## src/rtl/md_pkg.sv

```systemverilog
// Shared definitions for the iterative multiply/divide sequencer:
// funct3 op encodings, FSM state encoding and op-classification helpers.
package md_pkg;

   typedef enum logic [2:0] {
      MD_MUL    = 3'b000,
      MD_MULH   = 3'b001,
      MD_MULHSU = 3'b010,
      MD_MULHU  = 3'b011,
      MD_DIV    = 3'b100,
      MD_DIVU   = 3'b101,
      MD_REM    = 3'b110,
      MD_REMU   = 3'b111
   } md_op_e;

   typedef enum logic [1:0] {
      ST_IDLE = 2'b00,
      ST_CALC = 2'b01,
      ST_FIX  = 2'b10,
      ST_DONE = 2'b11
   } md_state_e;

   // Divide-family ops all have funct3[2] set.
   function automatic logic is_div(input md_op_e op);
      return op[2];
   endfunction

   // rs1 is treated as signed for MUL/MULH/MULHSU/DIV/REM.
   function automatic logic op_signed_a(input md_op_e op);
      case (op)
         MD_MUL, MD_MULH, MD_MULHSU, MD_DIV, MD_REM: return 1'b1;
         default:                                    return 1'b0;
      endcase
   endfunction

   // rs2 is treated as signed for MUL/MULH/DIV/REM.
   function automatic logic op_signed_b(input md_op_e op);
      case (op)
         MD_MUL, MD_MULH, MD_DIV, MD_REM: return 1'b1;
         default:                         return 1'b0;
      endcase
   endfunction

endpackage

```

## src/rtl/md_addsub.sv

```systemverilog
// WIDTH+1-bit adder/subtractor shared by the multiply accumulate and the
// restoring-divide trial subtract. carry=1 on subtract means a >= b.
module md_addsub #(
   parameter int WIDTH = 32
) (
   input  logic [WIDTH:0] a,
   input  logic [WIDTH:0] b,
   input  logic           sub,
   output logic [WIDTH:0] sum,
   output logic           carry
);

   logic [WIDTH:0] b_eff;

   // sub=1 computes a + ~b + 1 with the carry out kept explicit
   always_comb begin
      b_eff        = sub ? ~b : b;
      {carry, sum} = {1'b0, a} + {1'b0, b_eff} + {{(WIDTH+1){1'b0}}, sub};
   end

endmodule

```

## src/rtl/md_sequencer.sv

```systemverilog
// Iterative RV32M multiply/divide controller. One shift-add or restoring
// divide step per cycle on a single shared adder; sign fix-up in FIX.
// hi_q doubles as the divide remainder and lo_q as the quotient/dividend.
module md_sequencer
   import md_pkg::*;
#(
   parameter int WIDTH = 32
) (
   input  logic             clk,
   input  logic             rst,
   input  logic             Start,
   input  logic [2:0]       Op,
   input  logic [WIDTH-1:0] A,
   input  logic [WIDTH-1:0] B,
   input  logic             Flush,
   output logic             Stall,
   output logic             Busy,
   output logic             Done,
   output logic [WIDTH-1:0] Result
);

   localparam int CW = $clog2(WIDTH);
   localparam logic [WIDTH-1:0] MIN_V = {1'b1, {(WIDTH-1){1'b0}}};

   md_state_e        state_q, state_d;
   md_op_e           op_q, op_d;
   logic [CW-1:0]    count_q, count_d;
   logic [WIDTH-1:0] hi_q, hi_d;
   logic [WIDTH-1:0] lo_q, lo_d;
   logic [WIDTH-1:0] mcand_q, mcand_d;
   logic             sign_a_q, sign_a_d;
   logic             sign_b_q, sign_b_d;
   logic             busy_q, busy_d;
   logic             done_q, done_d;
   logic [WIDTH-1:0] result_q, result_d;

   md_op_e           op_in;
   logic             accept, sa_in, sb_in, div_zero, div_ovf;
   logic [WIDTH-1:0] abs_a, abs_b;
   logic [WIDTH:0]   as_a, as_b, as_sum;
   logic             as_sub, as_carry;
   logic [2*WIDTH-1:0] prod, prod_fix;
   logic [WIDTH-1:0] quot_fix, rem_fix, fix_res;

   md_addsub #(.WIDTH(WIDTH)) u_addsub (
      .a     (as_a),
      .b     (as_b),
      .sub   (as_sub),
      .sum   (as_sum),
      .carry (as_carry)
   );

   // Request decode: operand magnitudes and the one-cycle special cases
   always_comb begin
      op_in    = md_op_e'(Op);
      accept   = (state_q == ST_IDLE) & Start & ~Flush;
      sa_in    = op_signed_a(op_in) & A[WIDTH-1];
      sb_in    = op_signed_b(op_in) & B[WIDTH-1];
      abs_a    = sa_in ? (~A + WIDTH'(1)) : A;
      abs_b    = sb_in ? (~B + WIDTH'(1)) : B;
      div_zero = is_div(op_in) & (B == '0);
      div_ovf  = ((op_in == MD_DIV) | (op_in == MD_REM)) & (A == MIN_V) & (B == '1);
   end

   // Shared adder steering: divide trial-subtracts the shifted remainder,
   // multiply accumulates the multiplicand when the multiplier LSB is set
   always_comb begin
      as_sub = is_div(op_q);
      if (is_div(op_q)) begin
         as_a = {hi_q, lo_q[WIDTH-1]};
         as_b = {1'b0, mcand_q};
      end else begin
         as_a = {1'b0, hi_q};
         as_b = lo_q[0] ? {1'b0, mcand_q} : '0;
      end
   end

   // Sign fix-up and output word selection used in FIX
   always_comb begin
      prod     = {hi_q, lo_q};
      prod_fix = (sign_a_q ^ sign_b_q) ? (~prod + (2*WIDTH)'(1)) : prod;
      quot_fix = (sign_a_q ^ sign_b_q) ? (~lo_q + WIDTH'(1)) : lo_q;
      rem_fix  = sign_a_q ? (~hi_q + WIDTH'(1)) : hi_q;
      case (op_q)
         MD_MUL:                        fix_res = prod_fix[WIDTH-1:0];
         MD_MULH, MD_MULHSU, MD_MULHU:  fix_res = prod_fix[2*WIDTH-1:WIDTH];
         MD_DIV, MD_DIVU:               fix_res = quot_fix;
         default:                       fix_res = rem_fix;
      endcase
   end

   // FSM next state and datapath updates
   always_comb begin
      state_d  = state_q;
      op_d     = op_q;
      count_d  = count_q;
      hi_d     = hi_q;
      lo_d     = lo_q;
      mcand_d  = mcand_q;
      sign_a_d = sign_a_q;
      sign_b_d = sign_b_q;
      result_d = result_q;
      case (state_q)
         ST_IDLE: begin
            if (accept) begin
               op_d     = op_in;
               sign_a_d = sa_in;
               sign_b_d = sb_in;
               if (div_zero) begin
                  result_d = (op_in == MD_DIV || op_in == MD_DIVU) ? '1 : A;
                  state_d  = ST_DONE;
               end else if (div_ovf) begin
                  result_d = (op_in == MD_DIV) ? MIN_V : '0;
                  state_d  = ST_DONE;
               end else begin
                  hi_d    = '0;
                  lo_d    = is_div(op_in) ? abs_a : abs_b;
                  mcand_d = is_div(op_in) ? abs_b : abs_a;
                  count_d = '0;
                  state_d = ST_CALC;
               end
            end
         end
         ST_CALC: begin
            if (Flush) begin
               state_d = ST_IDLE;
            end else begin
               if (is_div(op_q)) begin
                  hi_d = as_carry ? as_sum[WIDTH-1:0] : as_a[WIDTH-1:0];
                  lo_d = {lo_q[WIDTH-2:0], as_carry};
               end else begin
                  hi_d = as_sum[WIDTH:1];
                  lo_d = {as_sum[0], lo_q[WIDTH-1:1]};
               end
               count_d = count_q + CW'(1);
               if (count_q == CW'(WIDTH-1)) state_d = ST_FIX;
            end
         end
         ST_FIX: begin
            if (Flush) begin
               state_d = ST_IDLE;
            end else begin
               result_d = fix_res;
               state_d  = ST_DONE;
            end
         end
         default: state_d = ST_IDLE;
      endcase
      busy_d = (state_d != ST_IDLE);
      done_d = (state_d == ST_DONE);
   end

   // State, datapath and registered outputs
   always_ff @(posedge clk or negedge rst) begin
      if (!rst) begin
         state_q  <= ST_IDLE;
         op_q     <= MD_MUL;
         count_q  <= '0;
         hi_q     <= '0;
         lo_q     <= '0;
         mcand_q  <= '0;
         sign_a_q <= 1'b0;
         sign_b_q <= 1'b0;
         busy_q   <= 1'b0;
         done_q   <= 1'b0;
         result_q <= '0;
      end else begin
         state_q  <= state_d;
         op_q     <= op_d;
         count_q  <= count_d;
         hi_q     <= hi_d;
         lo_q     <= lo_d;
         mcand_q  <= mcand_d;
         sign_a_q <= sign_a_d;
         sign_b_q <= sign_b_d;
         busy_q   <= busy_d;
         done_q   <= done_d;
         result_q <= result_d;
      end
   end

   // Stall is forced low while reset is asserted so every output clears at once
   assign Stall  = rst & (accept | (state_q == ST_CALC) | (state_q == ST_FIX));
   assign Busy   = busy_q;
   assign Done   = done_q;
   assign Result = result_q;

endmodule
```

## config.mk

```make
export PLATFORM = sky130hd
export DESIGN_NAME = md_sequencer
export DESIGN_NICKNAME = d
export VERILOG_FILES = /design/src/rtl/md_pkg.sv /design/src/rtl/md_addsub.sv /design/src/rtl/md_sequencer.sv
export SDC_FILE = /design/constraint.sdc
export NUM_CORES = 1
export LEC_CHECK = 0
export CORE_ASPECT_RATIO = 1.25
export CORE_UTILIZATION = 61
export DETAILED_ROUTE_END_ITERATION = 8
export PLACE_DENSITY = 0.83
export SKIP_LAST_GASP = 1
export SLEW_MARGIN = 0
export SYNTH_ARGS = -nofsm -noshare
export SYNTH_HDL_FRONTEND = slang
export SYNTH_SLANG_ARGS = --single-unit
```

## constraint.sdc

```tcl
create_clock -name clk -period 4.7 [get_ports clk]
set_input_delay 0.705 -clock clk [delete_from_list [all_inputs] [get_ports clk]]
set_output_delay 0.705 -clock clk [all_outputs]
set_load 0.03 [all_outputs]
```

# == Yosys cells after proc, flatten, opt, wreduce, memory -nomap -nowiden ==
# Cells that the tools add are included.
# classes
addsub,8
n_eq_ne,22
muxes,46
bitwise_logic,21
reduce_logical,16
# ops
cell,count
$mux W32,25
$pmux W32 S2,3
$add A32 B1 Y32 const B,4
$not A32 Y32,4
$pmux W32 S3,1
$mux W33,2
$add A64 B1 Y64 const B,1
$eq A32 B32 Y1 const B,2
$mux W64,1
$not A64 Y64,1
$add A33 B33 Y34,1
$add A34 B1 Y34,1
$not A32 Y33,1
$logic_not A32 Y1,1
$mux W5,4
$eq A3 B3 Y1 const B,5
$mux W2,6
$ne A2 B2 Y1 const B,5
$pmux W5 S2,1
$eq A3 B2 Y1 const B,3
$and A1 B1 Y1,8
$reduce_and A4 Y1,2
$eq A3 B1 Y1 const B,2
$logic_not A3 Y1,2
19 further kinds,27
# totals
ff_bits,142
in_bits,71
output_inout_bits,35
wordCells,124

# == Depth between registers and ports, before layout ==
# Gate-level depths: netlist of run 1.
# logic_depth
ltp_word,10
depth_mapped,18
mapped_depth_nobuf,13

# == By module ==
# Synthesis of run 1 repeated with hierarchy kept, for this count alone.
# unflattened
cells_unflattened,1952
hier_area_um2,14954.3
# modules_own_cells
module,instances,cells_each,area_each_um2,seq_area_each_um2
md_sequencer,1,1654,12803.5,3553.4
md_addsub,1,298,2150.8,0.0

# == Worst setup path before layout of run 1 ==
# OpenSTA, ideal clock, no wires.
# synth_path
kind,reg-to-reg
from,register op_q[2]
to,register hi_q[24]
setup_ps,96
arrival_ps,4012
required_time_ps,4604
path_slack_ps,592
path_stages_with_launch,17
path_buffers,6
synth_period_minus_slack_ps,4108
path_cell_list,dfrtp_1 > clkbuf_1 > buf_1 > clkbuf_1 > mux2_2 > ha_1 > clkbuf_1 > a21oi_1 > o21ai_0 > or3_1 > o211ai_1 > a31o_2 > nand2b_1 > buf_4 > buf_4 > nor2_1 > o31ai_1
# synth_via
elab_chain_cells,9
word_cells_on_any_way,10
classes_between,add/sub: 2; mux: 7; bitwise: 1
# synth_rtl
element,line_no,rtl
"start, declared",md_sequencer.sv:26,"md_op_e op_q, op_d;"
"start signal, assigned",md_sequencer.sv:169,op_q <= op_d;
$mux W32,md_sequencer.sv:69,if (is_div(op_q)) begin
$not A32 Y33,md_addsub.sv:17,b_eff = sub ? ~b : b;
$mux W33,md_addsub.sv:17,
$add A33 B33 Y34,md_addsub.sv:18,"{carry, sum} = {1'b0, a} + {1'b0, b_eff} + {{(WIDTH+1){1'b0}}, sub};"
$add A34 B1 Y34,md_addsub.sv:18,
$mux W32,md_sequencer.sv:129,hi_d = as_carry ? as_sum[WIDTH-1:0] : as_a[WIDTH-1:0];
$mux W32 (*),md_sequencer.sv:128,if (is_div(op_q)) begin
$mux W32 (*),md_sequencer.sv:125,if (Flush) begin
$pmux W32 S2 (*),md_sequencer.sv:103,case (state_q)
"end signal, assigned",md_sequencer.sv:171,hi_q <= hi_d;
"end, declared",md_sequencer.sv:28,"logic [WIDTH-1:0] hi_q, hi_d;"
# Mark *: on every way between the ends. The rest lies on a longest branch, timed or not. The select of a mux whose other input is x is not followed.
# A chain may end at the register's enable or synchronous reset.

# == Worst setup path after layout of run 1 ==
# layout_path
from,register op_q[2]
to,register hi_q[26]
# The elaborated chain is that of the path after synthesis.

==> impl_summary.md, run 1 <==
Status
The run finished, with violations left. The final reports fail on design-rule violations.

Clock network
No sink is reached through more buffers than the 2 on the longest clock path. TritonCTS built the clock tree. In this run the post-CTS setup repair buffer count came out at 0.

The root buffer cell is sky130_fd_sc_hd__clkbuf_16. The number of buffers inserted during clock tree synthesis is 17. After clock tree synthesis, the clock-pin slew on the worst setup and hold paths is 0.07 ns. The CTS H-tree depth is 4. For the worst-skew pair, the clock arrives at the later sink with an insertion delay of 0.45 ns. CTS saw 142 sinks.

Floorplanning
From left edge to right edge, the die measures 139 um. The core outline area is 0.0230 mm^2. The floorplan step defined a die boundary enclosing 0.0241 mm^2.

The die is 173 um tall. The starting density of the core is 62.2%. Row generation in the floorplan step produced 62 rows. The top-level I/O count is 106.

Cells and area
The count of antenna diodes in the layout is 0. The multi-input combinational cells in the finished layout cover a total of 0.0101 mm^2. The total area of sequential cells is 0.00356 mm^2. The number of filler instances in the final layout is 1926. The share of final-layout standard cells stronger than drive strength 1 is 8.98%.

The area overhead of the layout relative to synthesis is 13.1%. The number of nets in the finished design is 2090.

Yosys
In this run, synthesis inferred 0 flip-flops with an integrated enable. The leading register cell type out of synthesis is sky130_fd_sc_hd__dfrtp_1. The leading area contributor after synthesis is sky130_fd_sc_hd__dfrtp_1. The number of warning messages in the yosys log is 0. The cell with the most instances after synthesis is sky130_fd_sc_hd__nand2_1. The area share of the largest cell type after synthesis is 24.8%. Counting flops and latches in the post-synthesis netlist gives 142. Summing the sequential cell areas from Yosys gives 24.8% of the chip area. The async set or reset register ratio after synthesis is 100%. Summing every instance area after synthesis gives 0.0143 mm^2.

The number of nets in the synthesized netlist is 2069. By area the synthesized netlist is led by sky130_fd_sc_hd__dfrtp_1, sky130_fd_sc_hd__o21ai_0, sky130_fd_sc_hd__nand2_1. The number of different library cells in the post-synthesis netlist is 87. By count the netlist is led by sky130_fd_sc_hd__nand2_1, sky130_fd_sc_hd__nor2_1, sky130_fd_sc_hd__o21ai_0. The average size of a mapped cell is 7.31 um^2. Synthesis handed over a netlist of 1959 instances.

Setup path
STA puts the critical path data arrival time at 4.72 ns. The slowest cell on the critical path is sky130_fd_sc_hd__inv_1. The gate family responsible for the most delay along the worst path is compound AO/OA/AOI/OAI gates.

The kind of launch point of the worst setup path is a flip-flop. Among the stages of the critical path, the cell type that occurs most often is sky130_fd_sc_hd__nor2_1. The number of logic stages on the critical path including buffering is 11. The largest single stage delay on the critical path is 0.72 ns. The worst path buffer plus inverter count is 1.

The data required time at the worst endpoint is 5.03 ns. In this run the worst path has a maximum fanout of 30. The depth of the worst register-to-register path is 11. The type of the worst setup path is reg -> reg. The signal on the critical path passes through inv_1 -> o21ai_0 -> ha_1 -> a211oi_1 -> o211ai_1 -> a211o_1 -> a2111oi_0 -> a21oi_4 -> nor2_1 -> nor2_1 -> a32o_1. The worst setup path is captured at a flip-flop.

Power
The worst-case IR drop observed on VDD is 0.336 mV. The analysis attributes to cell leakage a power of 6.47 nW. Power spread over the standard cell area amounts to 463 mW/mm^2.

Routing
Dividing the detail-routed wire length by the instance count gives 25.1 um. The count of nets left with antenna violations after detail routing is 0. The total iterations of the first detailed-routing run is 9. Detailed routing inserted a total of 15900 vias. The total routed wirelength is 57300 um. In the routed layout, each cell is associated on average with a via count of 6.96.

The post-route DRC violation count is 1. The DRC marker count from the first detailed-route iteration is 2114.

Placed design
The number of port buffers is 105. The half-perimeter wire length of the detailed placement result is 44000 um. The final weighted congestion of routability-driven global placement is 1.05. Before CTS, the worst setup slack after placement is 0.310 ns.

Global route
The via count of the first global-routing pass is 15000. The initial antenna violation count came to 0. Entering global routing, the biggest net connects 80 pins. The wire length of the first global-routing pass is 87100 um. After global routing the overflow that remains totals 0. The total global routing track utilization is 47.6%.

STA
Setup violations remaining at the end of the flow were counted as 0. The minimum setup slack in the final design is 0.309 ns. The final-report max-slew violation count was 0. Setup repair after global routing left no endpoint under its margin. Summed over all failing endpoints, the final setup total negative slack is 0 ns.

The time the worst path needs with I/O delays and setup is 4.39 ns. The slew of the pin with the lowest slew margin is 1.18 ns. The clock skew is 0.0104 ns. The achievable frequency is 228 MHz. Dividing the final minimum period by the clock period gives 93.4%. The final hold violation count is 0. The relative max-transition margin is 21.1%.

Flow run
The max-cap violation count is 0.

Min path
The type of the worst min-delay path is in -> async.
-- logic make-up (layout without fill, tap and decap cells) --
kind of cell / Yosys count / after routing / share of synthesized area (%)
DFF: 142 / 142 / 24.8
muxes: 89 / 89 / 6.61
xor gates and xnor gates: 166 / 166 / 10.2
and+or+nand+nor: 736 / 736 / 24.0
AOI/OAI and AO/OA: 602 / 602 / 25.8
adders and majority gates: 39 / 39 / 3.46
buffers and inverters: 185 / 219 / 5.18
-- report_power, final --
part	internal [mW]	switching [mW]
Clock	0.722	0.680
Combinational	1.53	2.56
Sequential	1.46	0.558
Total	3.70	3.80
-- placed cells by master, fill, tap and decap left out, types with 6 or more instances in the layout --
| cell | count |
|---|---|
| sky130_fd_sc_hd__nor4_1 | 20 |
| sky130_fd_sc_hd__a21oi_1 | 156 |
| sky130_fd_sc_hd__nand4_1 | 24 |
| sky130_fd_sc_hd__o221ai_1 | 20 |
| sky130_fd_sc_hd__clkbuf_16 | 17 |
| sky130_fd_sc_hd__dfrtp_1 | 141 |
| sky130_fd_sc_hd__and2_1 | 7 |
| sky130_fd_sc_hd__xor2_1 | 87 |
| sky130_fd_sc_hd__or4_1 | 11 |
| sky130_fd_sc_hd__mux2i_1 | 45 |
| sky130_fd_sc_hd__nand2b_1 | 16 |
| sky130_fd_sc_hd__nand2_1 | 244 |
| sky130_fd_sc_hd__o41ai_1 | 13 |
| sky130_fd_sc_hd__nand3_1 | 25 |
| sky130_fd_sc_hd__o21ai_0 | 208 |
| sky130_fd_sc_hd__nor2b_1 | 7 |
| sky130_fd_sc_hd__or3_1 | 22 |
| sky130_fd_sc_hd__clkdlybuf4s50_1 | 103 |
| sky130_fd_sc_hd__o22ai_1 | 28 |
| sky130_fd_sc_hd__and3_1 | 7 |
| sky130_fd_sc_hd__nor3_1 | 62 |
| sky130_fd_sc_hd__nor2_1 | 237 |
| sky130_fd_sc_hd__a221oi_1 | 8 |
| sky130_fd_sc_hd__or2_2 | 7 |
| sky130_fd_sc_hd__mux2_2 | 44 |
| sky130_fd_sc_hd__xnor2_1 | 78 |
| sky130_fd_sc_hd__o31ai_1 | 24 |
| sky130_fd_sc_hd__a21o_1 | 15 |
| sky130_fd_sc_hd__a211oi_1 | 11 |
| sky130_fd_sc_hd__a31oi_1 | 33 |
| sky130_fd_sc_hd__ha_1 | 38 |
| sky130_fd_sc_hd__inv_1 | 22 |
| sky130_fd_sc_hd__o21a_1 | 7 |
| sky130_fd_sc_hd__o211ai_1 | 17 |
| sky130_fd_sc_hd__buf_4 | 56 |
| sky130_fd_sc_hd__nand3b_1 | 10 |
| sky130_fd_sc_hd__inv_8 | 6 |
-- final cells by class --
class | count | share of cell area [%]
clock buffer | 17 | 2.63
multi-input combinational | 1632 | 62.1
timing repair buffer | 164 | 9.43
sequential | 142 | 22.0
inverter | 23 | 0.533
tap | 288 | 2.22
clock inverter | 15 | 1.13
-- worst register-to-register path, stage by stage (launching register included) --
cell	delay (ns)
sky130_fd_sc_hd__dfrtp_4	0.50
sky130_fd_sc_hd__inv_1	0.72
sky130_fd_sc_hd__o21ai_0	0.23
sky130_fd_sc_hd__ha_1	0.45
sky130_fd_sc_hd__a211oi_1	0.33
sky130_fd_sc_hd__o211ai_1	0.16
sky130_fd_sc_hd__a211o_1	0.29
sky130_fd_sc_hd__a2111oi_0	0.72
sky130_fd_sc_hd__a21oi_4	0.36
sky130_fd_sc_hd__nor2_1	0.18
sky130_fd_sc_hd__nor2_1	0.06
sky130_fd_sc_hd__a32o_1	0.27
-- sequential cells by signal, indices dropped and copies added, names as in the netlist --
signal    flops
Busy          1
Done          1
Result       32
count_q       5
hi_q         32
lo_q         32
mcand_q      32
op_q          3
sign_a_q      1
sign_b_q      1
state_q       2
-- final timing paths --
| kind | endpoint | slack [ns] | start |
|---|---|---|---|
| setup / recovery | hi_q[26] | 0.31 | op_q[2] |
| hold / removal | Result[19] | 0.08 | rst |
| setup reg to reg | hi_q[26] | 0.31 | op_q[2] |
| hold reg to reg | Result[0] | 0.49 | Result[0] |
| max in group asynchronous | op_q[2] | 2.48 | rst |
| min in group clk | Result[0] | 0.49 | Result[0] |
-- repair_timing --
action                     in CTS  in global routing
setup endpoints to repair       0                 24
hold buffers                    0                  0
resized for setup               0                  1
-- stage by stage --
step / std cells / util (%) / total power [mW] / area, um^2 / hold WS, ns
finish: 2281 / 70.3 / 7.50 / 16200 / 0.0822
global route: 2281 / 70.3 / 7.84 / 16200 / 0.102
CTS: 2281 / 70.3 / 7.30 / 16200 / 0.0906
detailed placement: 2249 / 67.6 / 5.90 / 15600 / 0.482
global placement: 2249 / 67.6 / 5.83 / 15600 / 0.464
floorplan: 1959 / - / 4.56 / 14300 / 0.409
-- layer usage --
layer / up-vias / track usage, % / wire (um)
met5: - / 0 / 0
met4: 0 / 38.7 / 5420
met3: 281 / 12.5 / 6660
met2: 1095 / 72.4 / 24500
met1: 7376 / 56.8 / 20600
li1: 7116 / - / -
(Power assumes the default switching activity.)
==> inputs of run 2 (changes only) <==
--- a/config.mk
+++ b/config.mk
@@ -5,10 +5,14 @@
 export SDC_FILE = /design/constraint.sdc
 export NUM_CORES = 1
 export LEC_CHECK = 0
+export ABC_AREA = 1
+export CELL_PAD_IN_SITES_DETAIL_PLACEMENT = 1
+export CELL_PAD_IN_SITES_GLOBAL_PLACEMENT = 1
 export CORE_ASPECT_RATIO = 1.25
-export CORE_UTILIZATION = 61
+export CORE_UTILIZATION = 42
 export DETAILED_ROUTE_END_ITERATION = 8
-export PLACE_DENSITY = 0.83
+export PLACE_DENSITY_LB_ADDON = 0.1
+export SKIP_CTS_REPAIR_TIMING = 1
 export SKIP_LAST_GASP = 1
 export SLEW_MARGIN = 0
 export SYNTH_ARGS = -nofsm -noshare
==> run 2 against run 1 <==
Net effect: the run now ends clean; clock-buffer cell count increased by 2; clock skew barely moved; final area rose by 13%; hold slack better by 0.045 ns; critical path type unchanged; largest power group unchanged.
==> impl_summary.md, run 2 <==
Status
The flow ran to the end, and the final reports show no timing, DRC or antenna violations.

Power
The fraction of power consumed by sequential logic was 22.0% (-4.8 points). The areal power density over the cells was 565 mW/mm^2 (+22%). The part of the total power dissipated in the clock network is 13.2% (-5.5 points).

The switching part of the total power came to 59.5% (+8.8 points). The worst ir drop on vdd is 0.305 mV (-9.1%). The standby leakage power is 8.59 nW (+33%).

The power consumption came to 10.3 mW (+37%). The switching power of the nets is 6.13 mW (+61%). The internal power summed over all cells is 4.17 mW (+13%). The proportion of power drawn by combinational gates is 64.8% (+10 points).

Floorplanning
The overall die width came to 178 um (+28%). The starting density of the core is 42.5% (-20 points). The height of the die is 222 um (+28%). The top-level I/O count is 106 (unchanged). The standard-cell row count is 80 (+29%). The core outline area is 0.0381 mm^2 (+66%). The die area is 0.0394 mm^2 (+63%).

Setup path
The highest cell delay on the worst timing path is 0.98 ns (+0.26 ns). The endpoint class of the critical path is a flip-flop. The worst path buffer plus inverter count came to 2 (+1).

The data required time at the worst endpoint is 5.04 ns (about the same). The gate family responsible for the most delay along the worst path is compound AO/OA/AOI/OAI gates. Walking the worst path, the cells encountered are buf_4 -> o21ai_0 -> ha_1 -> a21oi_1 -> nor2_1 -> o21ai_1 -> nand2_1 -> a21oi_1 -> buf_4 -> nand2_2 -> nor2_4 -> nand2_1 -> nand3b_1 -> nand2_1. STA classifies the critical path startpoint as a flip-flop. The critical path is of the reg -> reg type.

The slowest cell on the critical path is sky130_fd_sc_hd__o21ai_0. The data arrival time of the worst path is 4.43 ns (-0.29 ns). The largest driver fanout on the critical path is 74 (+150%). In this design, the critical path's most frequently occurring cell is sky130_fd_sc_hd__nand2_1.

STA
Setup repair after global routing left no endpoint under its margin. The relative max-transition margin is 24.4% (+3.3 points). The aggregate negative setup slack is 0 ns (unchanged). The minimum setup slack in the final design was 0.606 ns (+0.297 ns).

The period utilization came to 87.1% (-6.3 points). The time the worst path needs with I/O delays and setup is 4.09 ns (-0.297 ns). The achievable frequency was 244 MHz (+7.3%). The final hold violation count is 0 (unchanged).

The clock skew was 0.0107 ns (+0.000286 ns). The slew of the pin with the lowest slew margin is 1.12 ns (-0.0591 ns). The final-report max-slew violation count is 0 (unchanged). The final count of negative-setup-slack endpoints is 0 (unchanged).

Global route
The total global routing track utilization was 44.3% (-3.3 points). The initial antenna violation count came to 4 (+4). The wire length of the first global-routing pass was 129000 um (+48%). The via count of the first global-routing pass is 21200 (+41%).

The remaining global-route overflow came to 0 (unchanged). The largest net degree at the start of global routing is 75 (-6.3%).

Routing
The total iterations of the first detailed-routing run came to 5 (-4). The post-route DRC violation count is 0 (-1). The met2 wire length is 38500 um (+57%). The total routed wirelength is 86300 um (+51%). The via density per instance is 6.09 (-12%).

The routed length per instance is 25.0 um (-0.44%). The DRC marker count from the first detailed-route iteration is 1764 (-17%). The top routing layer in use is met5. The total via count after detailed routing is 21000 (+33%).

The wire length on met3 is 6360 um (-4.6%). The routed length on met1 is 32600 um (+58%). The count of nets left with antenna violations after detail routing was 0 (unchanged).

Yosys
The synthesis-stage register bit count was 142 (unchanged). The basic-gate share of the synthesized area counting and, or, nand and nor cells is 46.6% (+23 points). The average size of a mapped cell was 5.59 um^2 (-24%). Ranked by instance count, the synthesized netlist is headed by sky130_fd_sc_hd__nand2_1, sky130_fd_sc_hd__nor2_1, sky130_fd_sc_hd__nand3_1.

The area fraction in compound gates after synthesis is 15.9% (-9.9 points). The mux share of post-synthesis cell area is 0.139% (-6.5 points). The number of enable flip-flop cells after synthesis is 0 (unchanged). By instance count, the leading cell after synthesis is sky130_fd_sc_hd__nand2_1. The leading register cell type out of synthesis is sky130_fd_sc_hd__dfrtp_1. The share of synthesized cell area in full adder, half adder and majority cells came to 3.06% (-0.40 points). Sorting the synthesized cells by area gives the leading types as sky130_fd_sc_hd__dfrtp_1, sky130_fd_sc_hd__nand2_1, sky130_fd_sc_hd__nand3_1.

The xor/xnor share of the synthesized area came to 2.97% (-7.2 points). The sequential share of the synthesized area is 21.9% (-2.9 points). The area share of the largest cell type after synthesis is 21.9% (-2.9 points). The synthesized netlist net count is 3011 (+46%). The async set or reset register ratio after synthesis is 100% (unchanged). The number of warning messages in the yosys log is 0 (unchanged).

The number of different library cells in the post-synthesis netlist is 45 (-48%). The main combinational cell family by area after synthesis is simple AND/OR/NAND/NOR gates. The area of the mapped netlist is 0.0162 mm^2 (+13%). Of all cell types, the one taking the most synthesized area is sky130_fd_sc_hd__dfrtp_1. The cell count after synthesis is 2901 (+48%).

Clock network
The clock transition at the registers of the reported paths came to 0.06 ns (about the same). TritonCTS built the clock tree. The number of clock sinks seen by CTS is 142 (unchanged).

The number of buffers between clock root and the deepest sink is 2 (unchanged). The CTS H-tree depth came to 4 (unchanged). The number of buffers inserted during clock tree synthesis came to 17 (unchanged). The root buffer cell is sky130_fd_sc_hd__clkbuf_16. The source-to-sink clock delay at the later pin of the worst-skew pair is 0.45 ns (about the same).

Cells and area
The number of nets in the finished design was 3054 (+46%). The post-route cell area is 0.0182 mm^2 (+13%). Leaving out fill and tap cells, the most frequent cell in the layout is sky130_fd_sc_hd__nand2_1.

The share of final-layout standard cells stronger than drive strength 1 is 4.57% (-4.4 points). The area growth from synthesis to layout is 12.5%. The utilization of the core after routing came to 47.8% (-22 points). The library cells used most frequently in the layout, excluding fill and tap cells, are sky130_fd_sc_hd__nand2_1, sky130_fd_sc_hd__nor2_1, sky130_fd_sc_hd__nand3_1.

Placed design
The post-placement setup slack is 0.903 ns (+0.594 ns). The final weighted congestion of routability-driven global placement came to 1.02 (-2.9%). The half-perimeter wire length of the detailed placement result is 68300 um (+55%). The number of port buffers is 105 (unchanged). The placed standard-cell area is 0.0177 mm^2 (+13%).

Flow run
The max-cap violation count is 0 (unchanged).

Min path
The type of the worst min-delay path is in -> async.
-- run 2: cell count changes in the layout (fill, tap and decap cells not counted), moves of 23 or more --
cell and delta:
sky130_fd_sc_hd__nor2_1 +139, sky130_fd_sc_hd__o21ai_1 +47, sky130_fd_sc_hd__xor2_1 -51, sky130_fd_sc_hd__nor3_1 -30
sky130_fd_sc_hd__nand3_1 +336, sky130_fd_sc_hd__a31oi_1 -29, sky130_fd_sc_hd__nand4_1 +23, sky130_fd_sc_hd__nand2_1 +674
sky130_fd_sc_hd__xnor2_1 -59, sky130_fd_sc_hd__o22ai_1 -26, sky130_fd_sc_hd__inv_1 +223, sky130_fd_sc_hd__mux2_2 -44
sky130_fd_sc_hd__mux2i_1 -45
-- run 2: cell type report --
type	instances	area [um^2]
Multi-Input combinational cell	2373	11100
Inverter	266	1000
Antenna cell	4	10.0
Clock buffer	19	443
Sequential cell	142	3560
Clock inverter	13	130
Tap cell	492	616
Fill cell	5493	19900
Timing Repair Buffer	144	1340
-- run 2: cells by family after synthesis --
group / Yosys count
AOI/OAI and AO/OA: 490
xor gates and xnor gates: 55
adders and majority gates: 39
buffers and inverters: 386
DFF: 142
muxes: 1
and+or+nand+nor: 1788
-- run 2: worst paths after layout --
check / from / to / slack (ns) / depth (start not counted)
worst max-delay path: op_q[2] / hi_q[15] / 0.61 / 14
worst min-delay path: rst / hi_q[27] / 0.13 / 1
worst max register to register: op_q[2] / hi_q[15] / 0.61 / 14
worst min register to register: Result[17] / Result[17] / 0.49 / 2
max in group asynchronous: rst / Result[24] / 2.68 / 3
min in group clk: Result[17] / Result[17] / 0.49 / 2
-- run 2: power groups by stage --
| stage | Sequential [mW] | Combinational [mW] | Clock, mW |
|---|---|---|---|
| floorplan | 2.06 | 3.95 | 0 |
| global route | 2.28 | 7.20 | 1.40 |
| global placement | 2.23 | 6.17 | 0 |
| CTS | 2.23 | 6.39 | 1.35 |
| finish | 2.27 | 6.67 | 1.36 |
| detailed placement | 2.25 | 6.34 | 0 |
-- run 2: routing by layer --
metal	vias up	global-route usage (%)
met4	2	38.2
met5	-	0
met1	10100	51.6
met2	953	69.0
li1	9607	-
met3	354	8.83
-- run 2: through the flow --
step | hold slack (ns) | std cells
after floorplan | 0.409 | 2901
after global routing | 0.139 | 3451
final | 0.127 | 3453
after global placement | 0.461 | 3417
after detailed placement | 0.478 | 3417
after CTS | 0.127 | 3449
==> inputs of run 3 (changes only) <==
--- a/config.mk
+++ b/config.mk
@@ -9,8 +9,10 @@
 export CELL_PAD_IN_SITES_DETAIL_PLACEMENT = 1
 export CELL_PAD_IN_SITES_GLOBAL_PLACEMENT = 1
 export CORE_ASPECT_RATIO = 1.25
+export CORE_MARGIN = 3
 export CORE_UTILIZATION = 42
 export DETAILED_ROUTE_END_ITERATION = 8
+export HOLD_SLACK_MARGIN = 0.02
 export PLACE_DENSITY_LB_ADDON = 0.1
 export SKIP_CTS_REPAIR_TIMING = 1
 export SKIP_LAST_GASP = 1
==> run 3 against run 2 <==
Net effect: non-clock buffer count is 1 lower; largest cell class unchanged; critical path depth up 1; critical path type unchanged; routed wire length fell by 3.8%; setup slack got worse by 0.024 ns; highest routed layer unchanged; power is 2.6% lower; flip-flop and latch count did not move; critical endpoint is now hi_q[3].
==> impl_summary.md, run 3 (same netlist as run 2, synthesis figures left out) <==
Cells and area
The share of final-layout standard cells stronger than drive strength 1 was 4.53% (-0.032 points). The leading cell type in the layout, fill and taps excluded is sky130_fd_sc_hd__nand2_1. In the layout the commonest cells are sky130_fd_sc_hd__nand2_1, sky130_fd_sc_hd__nor2_1, sky130_fd_sc_hd__nand3_1. The area growth from synthesis to layout is 12.4%.

The count of antenna diodes in the layout was 0 (-4). The number of nets in the finished design came to 3053 (-0.033%).

Setup path
The reg-to-reg critical path endpoint is hi_q[3]. The data required time at the worst endpoint is 4.98 ns (-0.06 ns). The setup path with the least slack is of type reg -> reg.

In this run the critical register-to-register path is launched from op_q[2]. The depth of the worst register-to-register path is 15 (+1). STA classifies the critical path startpoint as a flip-flop. The largest driver fanout on the critical path is 76 (+2.7%).

The endpoint class of the critical path is a flip-flop. The register-to-register setup slack was 0.58 ns (-0.02 ns). The data arrival time of the worst path is 4.40 ns (-0.03 ns).

Floorplanning
The height of the die is 226 um (+1.8%). The overall die width is 182 um (+2.3%). The starting density of the core is 43.0% (+0.54 points). The core outline area is 0.0377 mm^2 (-1.2%).

The die area was 0.0410 mm^2 (+4.1%). The top-level I/O count is 106 (unchanged). The standard-cell row count came to 79 (-1.3%).

Global route
The most utilized layer in the global route result is met2. The met1 routing resource usage after global routing was 45.6% (-6.0 points). The routing usage on met2 is 65.4% (-3.6 points). The wire length of the first global-routing pass is 125000 um (-3.3%). The met3 layer usage reported by global route is 6.78% (-2.0 points). The initial antenna violation count was 1 (-3).

The largest net degree at the start of global routing is 77 (+2.7%). The remaining global-route overflow was 0 (unchanged). The via count of the first global-routing pass is 21200 (+0.014%). The total global routing track utilization is 39.6% (-4.7 points).

Clock network
The CTS H-tree depth was 4 (unchanged). The number of clock sinks seen by CTS is 142 (unchanged). The root buffer cell is sky130_fd_sc_hd__clkbuf_16.

The clock transition at the registers of the reported paths is 0.07 ns (about the same). The TritonCTS clock tree is yes. The number of buffers between clock root and the deepest sink is 2 (unchanged). The number of buffers inserted during clock tree synthesis was 17 (unchanged). The source-to-sink clock delay at the later pin of the worst-skew pair is 0.44 ns (about the same).

Power
The standby leakage power was 8.58 nW (about the same). The worst ir drop on vdd was 0.289 mV (-5.1%). The proportion of power drawn by combinational gates is 64.5% (-0.3 points). The part of the total power dissipated in the clock network is 13.7% (+0.5 points).

The power consumption is 10.0 mW (-2.6%). The switching power of the nets is 5.84 mW (-4.6%). The areal power density over the cells is 551 mW/mm^2 (-2.4%).

The fraction of power consumed by sequential logic is 21.8% (-0.2 points). The internal power summed over all cells was 4.19 mW (+0.42%). The switching part of the total power is 58.2% (-1.2 points).

Routing
The total via count after detailed routing is 20900 (-0.93%). The post-route DRC violation count is 0 (unchanged). The total routed wirelength was 83000 um (-3.8%). The DRC marker count from the first detailed-route iteration was 1719 (-2.6%). The via density per instance is 6.06 (-0.61%). The total iterations of the first detailed-routing run was 5 (unchanged). The count of nets left with antenna violations after detail routing is 0 (unchanged). The routed length per instance is 24.1 um (-3.5%).

STA
The achievable frequency is 243 MHz (-0.58%). The time the worst path needs with I/O delays and setup came to 4.12 ns (+0.0238 ns). The final-report max-slew violation count was 0 (unchanged).

The period utilization came to 87.6% (+0.51 points). The relative max-transition margin is 22.0% (-2.4 points). The aggregate negative setup slack is 0 ns (unchanged). The slew of the pin with the lowest slew margin is 1.17 ns (+0.0473 ns).

The clock skew is 0.0167 ns (+0.00601 ns). The final hold violation count came to 0 (unchanged). Setup repair after global routing left no endpoint under its margin. The final count of negative-setup-slack endpoints was 0 (unchanged).

Placed design
The half-perimeter wire length of the detailed placement result came to 66900 um (-2.0%). The final weighted congestion of routability-driven global placement came to 1.09 (+6.4%). The number of port buffers is 105 (unchanged).

Min path
The min-delay analysis places its worst path in the category in -> async.

Status
The flow ran to the end, and the final reports show no timing, DRC or antenna violations.

Flow run
The max-cap violation count is 0 (unchanged).
==> run 3: cell types whose count changed in the layout (fill, tap and decap cells not counted), sizes merged <==
cell      previous run  this run
diode                4         0
clkinv               7         4
inv                270       272
buf                 41        40
clkinvlp             1         2
==> run 3: power groups by stage <==
stage	Clock [mW]	Combinational [mW]	Sequential [mW]
final	1.37	6.48	2.19
after global routing	1.42	7.02	2.22
after CTS	1.37	6.32	2.16
after detailed placement	0	6.27	2.18
after global placement	0	6.09	2.17
after floorplan	0	3.95	2.06
==> run 3: through the flow <==
step / instances / utilization (%) / hold WS (ns) / area [um^2] / setup WS (ns)
after floorplan: 2901 / - / 0.409 / 16200 / 1.41
after global placement: 3410 / 46.9 / 0.462 / 17600 / 0.777
after detailed placement: 3410 / 46.9 / 0.477 / 17600 / 0.676
after CTS: 3442 / 48.4 / 0.108 / 18200 / 0.661
after global routing: 3442 / 48.4 / 0.117 / 18200 / 0.299
final: 3442 / 48.4 / 0.120 / 18200 / 0.582
==> run 3: worst max path at each step <==
stage / startpoint / to / slack (ns)
after floorplan: op_q[2] / hi_q[21] / 1.41
after global placement: op_q[2] / hi_q[13] / 0.78
after detailed placement: op_q[2] / hi_q[30] / 0.68
after CTS: op_q[2] / hi_q[3] / 0.66
after global routing: op_q[2] / hi_q[3] / 0.30
final: op_q[2] / hi_q[3] / 0.58
==> run 3: area by class of cell <==
cell class / instances / area, um^2
well taps: 486 / 608
fillers: 5452 / 19400
multi-input cells: 2373 / 11100
clock buffers: 19 / 443
clock inverters: 13 / 128
flip-flops and latches: 142 / 3560
inverters: 266 / 1000
repair buffers: 143 / 1330
==> run 3: per-layer routing <==
layer	routed length, um	share of wire [%]
met1	31600	38
met2	38100	46
met3	5540	6.7
met4	7680	9.3
met5	13	0.016
==> run 3: worst max-delay path: stages (launching register included) <==
cell                      delay [ns]
sky130_fd_sc_hd__dfrtp_4        0.42
sky130_fd_sc_hd__buf_4          0.54
sky130_fd_sc_hd__o21ai_0        0.46
sky130_fd_sc_hd__ha_1           0.50
sky130_fd_sc_hd__nand2_1        0.11
sky130_fd_sc_hd__nor2_1         0.21
sky130_fd_sc_hd__nand2_1        0.18
sky130_fd_sc_hd__nor2_1         0.14
sky130_fd_sc_hd__nand2_1        0.06
sky130_fd_sc_hd__nand3_1        0.19
sky130_fd_sc_hd__nand2_1        0.23
sky130_fd_sc_hd__nand2_2        0.15
sky130_fd_sc_hd__buf_4          0.39
sky130_fd_sc_hd__a21oi_1        0.13
sky130_fd_sc_hd__o31ai_1        0.09
sky130_fd_sc_hd__o21ai_1        0.10
